$ cat src/rtl/lc3_pkg.sv
// LC-3 load/store unit shared definitions.
// Op encodings, FSM states and default user-space bounds.
package lc3_pkg;

  localparam logic [1:0] OP_LD  = 2'b00;
  localparam logic [1:0] OP_ST  = 2'b01;
  localparam logic [1:0] OP_LDI = 2'b10;
  localparam logic [1:0] OP_STI = 2'b11;

  typedef enum logic [1:0] {
    S_IDLE,
    S_PTR,
    S_ACC,
    S_FIN
  } state_t;

  localparam logic [15:0] ACV_LO_DEF = 16'h3000;
  localparam logic [15:0] ACV_HI_DEF = 16'hFE00;

endpackage

$ cat src/rtl/lc3_acv_check.sv
// LC-3 user-mode address range comparator.
// Flags user accesses outside [LO, HI).
module lc3_acv_check
  import lc3_pkg::*;
#(
  parameter int                ADDR_W = 16,
  parameter logic [ADDR_W-1:0] LO     = ADDR_W'(ACV_LO_DEF),
  parameter logic [ADDR_W-1:0] HI     = ADDR_W'(ACV_HI_DEF)
) (
  input  logic [ADDR_W-1:0] addr,
  input  logic              user_mode,
  output logic              violation
);

  assign violation = user_mode &&
                     ((addr < LO) || (addr >= HI));

endmodule

$ cat src/rtl/lc3_mem_access.sv
// LC-3 load/store unit: LD/ST/LDI/STI over a req/ack port.
// Optional access-violation check: define LC3_MEM_ACV_EN.
module lc3_mem_access
  import lc3_pkg::*;
#(
  parameter int                ADDR_W = 16,
  parameter int                DATA_W = 16,
  parameter logic [ADDR_W-1:0] ACV_LO = ADDR_W'(ACV_LO_DEF),
  parameter logic [ADDR_W-1:0] ACV_HI = ADDR_W'(ACV_HI_DEF)
) (
  input  logic              clk,
  input  logic              rst_n,
  input  logic              start,
  input  logic [1:0]        op,
  input  logic [ADDR_W-1:0] addr,
  input  logic [DATA_W-1:0] st_data,
  input  logic              user_mode,
  output logic              busy,
  output logic              done,
  output logic              acv,
  output logic [DATA_W-1:0] mem_data,
  output logic              mem_req,
  output logic              mem_we,
  output logic [ADDR_W-1:0] mem_addr,
  output logic [DATA_W-1:0] mem_wdata,
  input  logic [DATA_W-1:0] mem_rdata,
  input  logic              mem_ack
);

  state_t            state_q, state_d;
  logic [1:0]        op_q, op_d;
  logic              viol_q, viol_d;
  logic              acv_q, acv_d;
  logic              req_d, we_d;
  logic [ADDR_W-1:0] maddr_d;
  logic [DATA_W-1:0] mwdata_d, mdata_d;
  logic [ADDR_W-1:0] ea;
  logic              ack_ok, ind;
  logic              v_start, v_ptr;

  assign ack_ok = mem_ack & mem_req;
  assign ind    = (op == OP_LDI) || (op == OP_STI);
  assign ea     = ADDR_W'(mem_rdata);
  assign busy   = (state_q == S_PTR) || (state_q == S_ACC);
  assign done   = (state_q == S_FIN);

`ifdef LC3_MEM_ACV_EN
  logic user_q;

  lc3_acv_check #(
    .ADDR_W (ADDR_W),
    .LO     (ACV_LO),
    .HI     (ACV_HI)
  ) u_chk_start (
    .addr      (addr),
    .user_mode (user_mode),
    .violation (v_start)
  );

  lc3_acv_check #(
    .ADDR_W (ADDR_W),
    .LO     (ACV_LO),
    .HI     (ACV_HI)
  ) u_chk_ptr (
    .addr      (ea),
    .user_mode (user_q),
    .violation (v_ptr)
  );

  always_ff @(posedge clk or negedge rst_n) begin
    if (!rst_n)
      user_q <= 1'b0;
    else if (state_q == S_IDLE && start)
      user_q <= user_mode;
  end

  assign acv = acv_q;
`else
  logic unused_sink;

  assign v_start     = 1'b0;
  assign v_ptr       = 1'b0;
  assign acv         = 1'b0;
  assign unused_sink = ^{user_mode, acv_q,
                         ACV_LO, ACV_HI};
`endif

  always_ff @(posedge clk or negedge rst_n) begin
    if (!rst_n)
      state_q <= S_IDLE;
    else
      state_q <= state_d;
  end

  always_comb begin
    state_d  = state_q;
    op_d     = op_q;
    viol_d   = viol_q;
    acv_d    = 1'b0;
    req_d    = mem_req;
    we_d     = mem_we;
    maddr_d  = mem_addr;
    mwdata_d = mem_wdata;
    mdata_d  = mem_data;
    unique case (state_q)
      S_IDLE: begin
        if (start) begin
          op_d     = op;
          mwdata_d = st_data;
          viol_d   = v_start;
          maddr_d  = addr;
          // a violating start still burns one quiet busy cycle
          if (v_start) begin
            state_d = S_ACC;
            req_d   = 1'b0;
            we_d    = 1'b0;
          end else if (ind) begin
            state_d = S_PTR;
            req_d   = 1'b1;
            we_d    = 1'b0;
          end else begin
            state_d = S_ACC;
            req_d   = 1'b1;
            we_d    = op[0];
          end
        end
      end
      S_PTR: begin
        if (ack_ok) begin
          if (v_ptr) begin
            state_d = S_FIN;
            req_d   = 1'b0;
            we_d    = 1'b0;
            acv_d   = 1'b1;
          end else begin
            state_d = S_ACC;
            maddr_d = ea;
            we_d    = op_q[0];
          end
        end
      end
      S_ACC: begin
        if (viol_q) begin
          state_d = S_FIN;
          viol_d  = 1'b0;
          acv_d   = 1'b1;
        end else if (ack_ok) begin
          state_d = S_FIN;
          req_d   = 1'b0;
          we_d    = 1'b0;
          if (!op_q[0])
            mdata_d = mem_rdata;
        end
      end
      S_FIN: begin
        state_d = S_IDLE;
      end
      default: begin
        state_d = S_IDLE;
      end
    endcase
  end

  always_ff @(posedge clk or negedge rst_n) begin
    if (!rst_n) begin
      op_q      <= 2'b00;
      viol_q    <= 1'b0;
      acv_q     <= 1'b0;
      mem_req   <= 1'b0;
      mem_we    <= 1'b0;
      mem_addr  <= '0;
      mem_wdata <= '0;
      mem_data  <= '0;
    end else begin
      op_q      <= op_d;
      viol_q    <= viol_d;
      acv_q     <= acv_d;
      mem_req   <= req_d;
      mem_we    <= we_d;
      mem_addr  <= maddr_d;
      mem_wdata <= mwdata_d;
      mem_data  <= mdata_d;
    end
  end

endmodule

$ cat config.mk
export PLATFORM = sky130hd
export DESIGN_NAME = lc3_mem_access
export DESIGN_NICKNAME = d
export VERILOG_FILES = /design/src/rtl/lc3_pkg.sv /design/src/rtl/lc3_acv_check.sv /design/src/rtl/lc3_mem_access.sv
export SDC_FILE = /design/constraint.sdc
export NUM_CORES = 1
export LEC_CHECK = 0
export CAP_MARGIN = 20
export CORE_MARGIN = 4
export CORE_UTILIZATION = 42
export CTS_CLUSTER_SIZE = 25
export DETAILED_ROUTE_END_ITERATION = 12
export PLACE_DENSITY_LB_ADDON = 0.25
export SKIP_CTS_REPAIR_TIMING = 1
export SYNTH_ARGS = -nofsm -noshare
export SYNTH_HDL_FRONTEND = slang
export SYNTH_SLANG_ARGS = --single-unit
$ cat constraint.sdc
create_clock -name clk -period 2.7 [get_ports clk]
set_clock_uncertainty 0.1 [all_clocks]
set_input_delay 0.405 -clock clk [delete_from_list [all_inputs] [get_ports clk]]
set_output_delay 0.405 -clock clk [all_outputs]
set_load 0.005 [all_outputs]
==> impl_summary.txt <==
----------------------------------------------------
[Run status]
  Result of the run ... completed

[Power and ir drop]
  Leakage component of the power ... 1.62 nW
  Pwr per Cell Area ... 389 nW/um2
  Worst voltage drop across the vdd grid ... 211 uV
  Clock power frac ... 31.0%
  Comb pwr share ... 11.3%
  Cell internal power dissipation ... 1.12 mW
  Proportion of total power due to net switching ... 20.2%
  Net switching power ... 0.285 mW
  Sum of internal, switching and leakage power ... 1.41 mW
  Flop pwr share ... 57.7%

[Timing]
  Achievable clock frequency ... 0.451 GHz
  Setup repair after global routing missed its margin ... false
  Shortest clock period the worst path allows after layout ... 2.22 ns
  Share of the cycle needed by the critical path after routing ... 82.2%
  Worst Hold Slack ... 0.00541 ns
  Final number of hold-violating endpoints ... 0
  Setup_tns ... 0 ns
  Worst slew slack as a fraction of its limit ... 60.5%
  Final max-slew violation count ... 0
  Final number of setup-violating endpoints ... 0
  Final setup slack of the worst path ... 0.481 ns
  Slew at the pin closest to its max-slew limit ... 0.593 ns

[Place]
  Placed wire-length estimate ... 4.08 mm
  Pre-CTS setup slack ... 0.461 ns
  Routability Congestion ... 0.746
  Input/output buffers ... 105

[Worst setup path]
  Arrival time at the worst endpoint ... 1.71 ns
  Delay contributed by the slowest stage of the critical path ... 0.52 ns
  CP required ... 2.19 ns
  Worst setup SP type ... flip-flop
  Crit end category ... primary output
  Sum of buffers and inverters on the critical path ... 2
  Top cell family by delay on the critical path ... buffers and inverters
  Standard cell with the maximum stage delay on the critical path ... sky130_fd_sc_hd__clkdlybuf4s50_1
  Worst-case register-to-register setup slack ... 0.61 ns
  Top fanout value on the critical path ... 5
  Crit-path cells ... inv_1 > ha_1 > clkdlybuf4s50_1
  Worst setup path class ... flip-flop to primary output

[Floorplanning]
  Total I/O pin count ... 108
  Overall die width ... 83.5 um
  Core area ... 5510 um2
  Area of the die ... 6970 um2
  Y dimension of the die ... 83.5 um
  Site row count ... 27
  Effective utilization at floorplan ... 43.5%

[Final layout]
  Number of nets in the layout ... 328
  Share of cells above drive strength 1 ... 29.9%
  Signed area change from the synthesized netlist to the final layout ... 51.3%
  Number of fill cells ... 424
  Post-layout utilization of the core ... 65.8%
  Diodes inserted ... 0
  Seq. cell area ... 1330 um2
  Combined area of the multi-input logic cells ... 1000 um2

[Detailed routing]
  Number of DRC violations after detailed routing ... 0
  DRT Pass-1 Iters ... 4
  Detail Route Antenna Nets ... 0
  DRT iter0 DRCs ... 56
  Routed wire per std cell ... 15.7 um
  DR vias ... 1666
  Overall routed net length ... 5.32 mm
  Number of vias per cell ... 4.90

[Synthesis]
  Net Count, Synth ... 217
  Predominant post-synthesis flop cell ... sky130_fd_sc_hd__dfrtp_1
  Most frequent cell after synthesis ... sky130_fd_sc_hd__mux2_2
  Number of distinct library cell variants in the gate-level netlist after synthesis ... 30
  Ranking of synthesized cells by instance count ... sky130_fd_sc_hd__mux2_2 (55), sky130_fd_sc_hd__dfrtp_1 (53), sky130_fd_sc_hd__mux2_4 (10), sky130_fd_sc_hd__ha_1 (5)
  Synth warnings ... 0
  Sequential-to-total area share from yosys stat ... 55.4%
  Synthesized cell area ... 2390 um2
  Biggest area contributors in the synthesized netlist ... sky130_fd_sc_hd__dfrtp_1 (55%), sky130_fd_sc_hd__mux2_2 (26%), sky130_fd_sc_hd__mux2_4 (6.3%)
  Library cell occupying the most area in the post-synthesis netlist ... sky130_fd_sc_hd__dfrtp_1
  Gate count after technology mapping ... 157
  Proportion of synthesized flip-flops having asynchronous set or reset ... 100%
  Register bit total from synthesis ... 53
  Syn Area/Cell ... 15.3 um2
  Fraction of post-synthesis cell area in the top cell type by area ... 55.4%
  Number of synthesized flops with an enable pin ... 0

[Clocking]
  # H-tree levels ... 2
  TritonCTS clock tree ... built
  Clock-pin slew on the worst setup and hold paths ... 0.09 ns
  Number of buffers inserted during clock tree synthesis ... 5
  Source-to-sink clock delay at the later pin of the worst-skew pair ... 0.29 ns
  Max clock buf depth ... 2
  Clock sink count ... 53
  Root buffer selected by CTS ... sky130_fd_sc_hd__clkbuf_8

[Global routing]
  Total global-route track usage ... 15.4%
  Largest net degree at the start of global routing ... 30
  Gr ovfl total ... 0
  Initial antenna violation count ... 0
  Global-route wire length before repair ... 8.71 mm
  Via count of the first global-routing pass ... 1738

[Job]
  MaxCap Viol Count ... 0

[Worst hold path]
  Class of the tightest hold or removal check ... primary input to asynchronous set/reset pin

----------------------------------------------------
[power groups by stage]
| stage | registers [mW] | clock network (mW) | logic, mW |
|---|---|---|---|
| 2_1_floorplan | 0.830 | 0 | 0.0304 |
| 3_5_place_dp | 0.829 | 0 | 0.162 |
| 4_1_cts | 0.813 | 0.457 | 0.163 |
| 6_report | 0.813 | 0.436 | 0.159 |
| 3_3_place_gp | 0.829 | 0 | 0.160 |
| 5_1_grt | 0.815 | 0.490 | 0.173 |
[cell usage in the layout, fill, tap and decap left out]
master	Yosys	routed
sky130_fd_sc_hd__nand4b_1	1	1
sky130_fd_sc_hd__ha_1	5	5
sky130_fd_sc_hd__o21ai_0	1	1
sky130_fd_sc_hd__dfrtp_1	53	53
sky130_fd_sc_hd__a211oi_1	1	1
sky130_fd_sc_hd__a31oi_1	2	2
sky130_fd_sc_hd__a211oi_4	1	1
sky130_fd_sc_hd__nor3_1	1	1
sky130_fd_sc_hd__and2_1	1	1
sky130_fd_sc_hd__o41ai_1	1	1
sky130_fd_sc_hd__nor2_1	2	2
sky130_fd_sc_hd__o21a_1	1	1
sky130_fd_sc_hd__buf_2	3	1
sky130_fd_sc_hd__a22o_1	1	1
sky130_fd_sc_hd__nand2_1	3	3
sky130_fd_sc_hd__clkbuf_1	1	1
sky130_fd_sc_hd__a2bb2oi_1	1	1
sky130_fd_sc_hd__mux2_4	10	10
sky130_fd_sc_hd__nand2b_1	1	1
sky130_fd_sc_hd__clkbuf_8	0	6
sky130_fd_sc_hd__o22ai_1	1	1
sky130_fd_sc_hd__inv_1	3	3
sky130_fd_sc_hd__buf_4	1	5
sky130_fd_sc_hd__buf_12	0	1
sky130_fd_sc_hd__nor3b_1	1	1
sky130_fd_sc_hd__mux2i_1	1	1
sky130_fd_sc_hd__conb_1	1	1
sky130_fd_sc_hd__nor2b_4	1	1
sky130_fd_sc_hd__mux2_2	55	55
sky130_fd_sc_hd__clkdlybuf4s50_1	0	104
sky130_fd_sc_hd__o31ai_1	1	1
[final timing paths]
kind / from / cells past startpoint / to
max: state_q[0] / 3 / busy
min: rst_n / 1 / mem_data[10]
max reg2reg: state_q[0] / 6 / mem_addr[15]
min reg2reg: mem_wdata[4] / 1 / mem_wdata[4]
max in group asynchronous: rst_n / 2 / mem_wdata[10]
min in group clk: mem_wdata[4] / 1 / mem_wdata[4]
[per-layer routing]
layer / vias up / wire length [um] / track usage (%)
met5: - / 0 / 0
li1: 787 / - / -
met1: 790 / 2370 / 20.4
met2: 84 / 2340 / 23.5
met4: 0 / 44 / 3.07
met3: 5 / 568 / 7.11
[stage by stage]
stage / instances / cell area (um2)
after floorplan: 157 / 2390
after global placement: 333 / 3540
after detailed placement: 333 / 3540
after CTS: 340 / 3620
after global routing: 340 / 3620
final: 340 / 3620
[state kept, by name (all words and copies together), names as in the netlist]
register	count
op_q	1
mem_we	1
mem_wdata	16
state_q	2
mem_req	1
mem_data	16
mem_addr	16
[worst register-to-register path, stage by stage, from the launching register on]
cell and delay (ns):
sky130_fd_sc_hd__dfrtp_1 0.44, sky130_fd_sc_hd__inv_1 0.10, sky130_fd_sc_hd__ha_1 0.30, sky130_fd_sc_hd__nor2b_4 0.19
sky130_fd_sc_hd__a211oi_4 0.22, sky130_fd_sc_hd__buf_4 0.27, sky130_fd_sc_hd__mux2_2 0.36
[area by class of cell]
type	instances	area share, %
timing repair buffer	111	30.5
clock buffer	7	2.38
sequential	53	36.6
tap	72	2.49
multi-input combinational	94	27.7
inverter	3	0.311
[cell families (layout without fill, tap and decap cells)]
kind of cell             Yosys count  in the layout  share of synthesized area [%]
AND/OR/NAND/NOR                   11             11                           2.77
AO/OA/AOI/OAI                     11             11                           3.87
flip-flops                        53             53                           55.4
other                              1              1                          0.157
buffers and inverters             10            121                           2.66
adder cells (fa/ha/maj)            5              5                           2.61
multiplexers                      66             66                           32.5
Power figures use the tool's default switching activity.
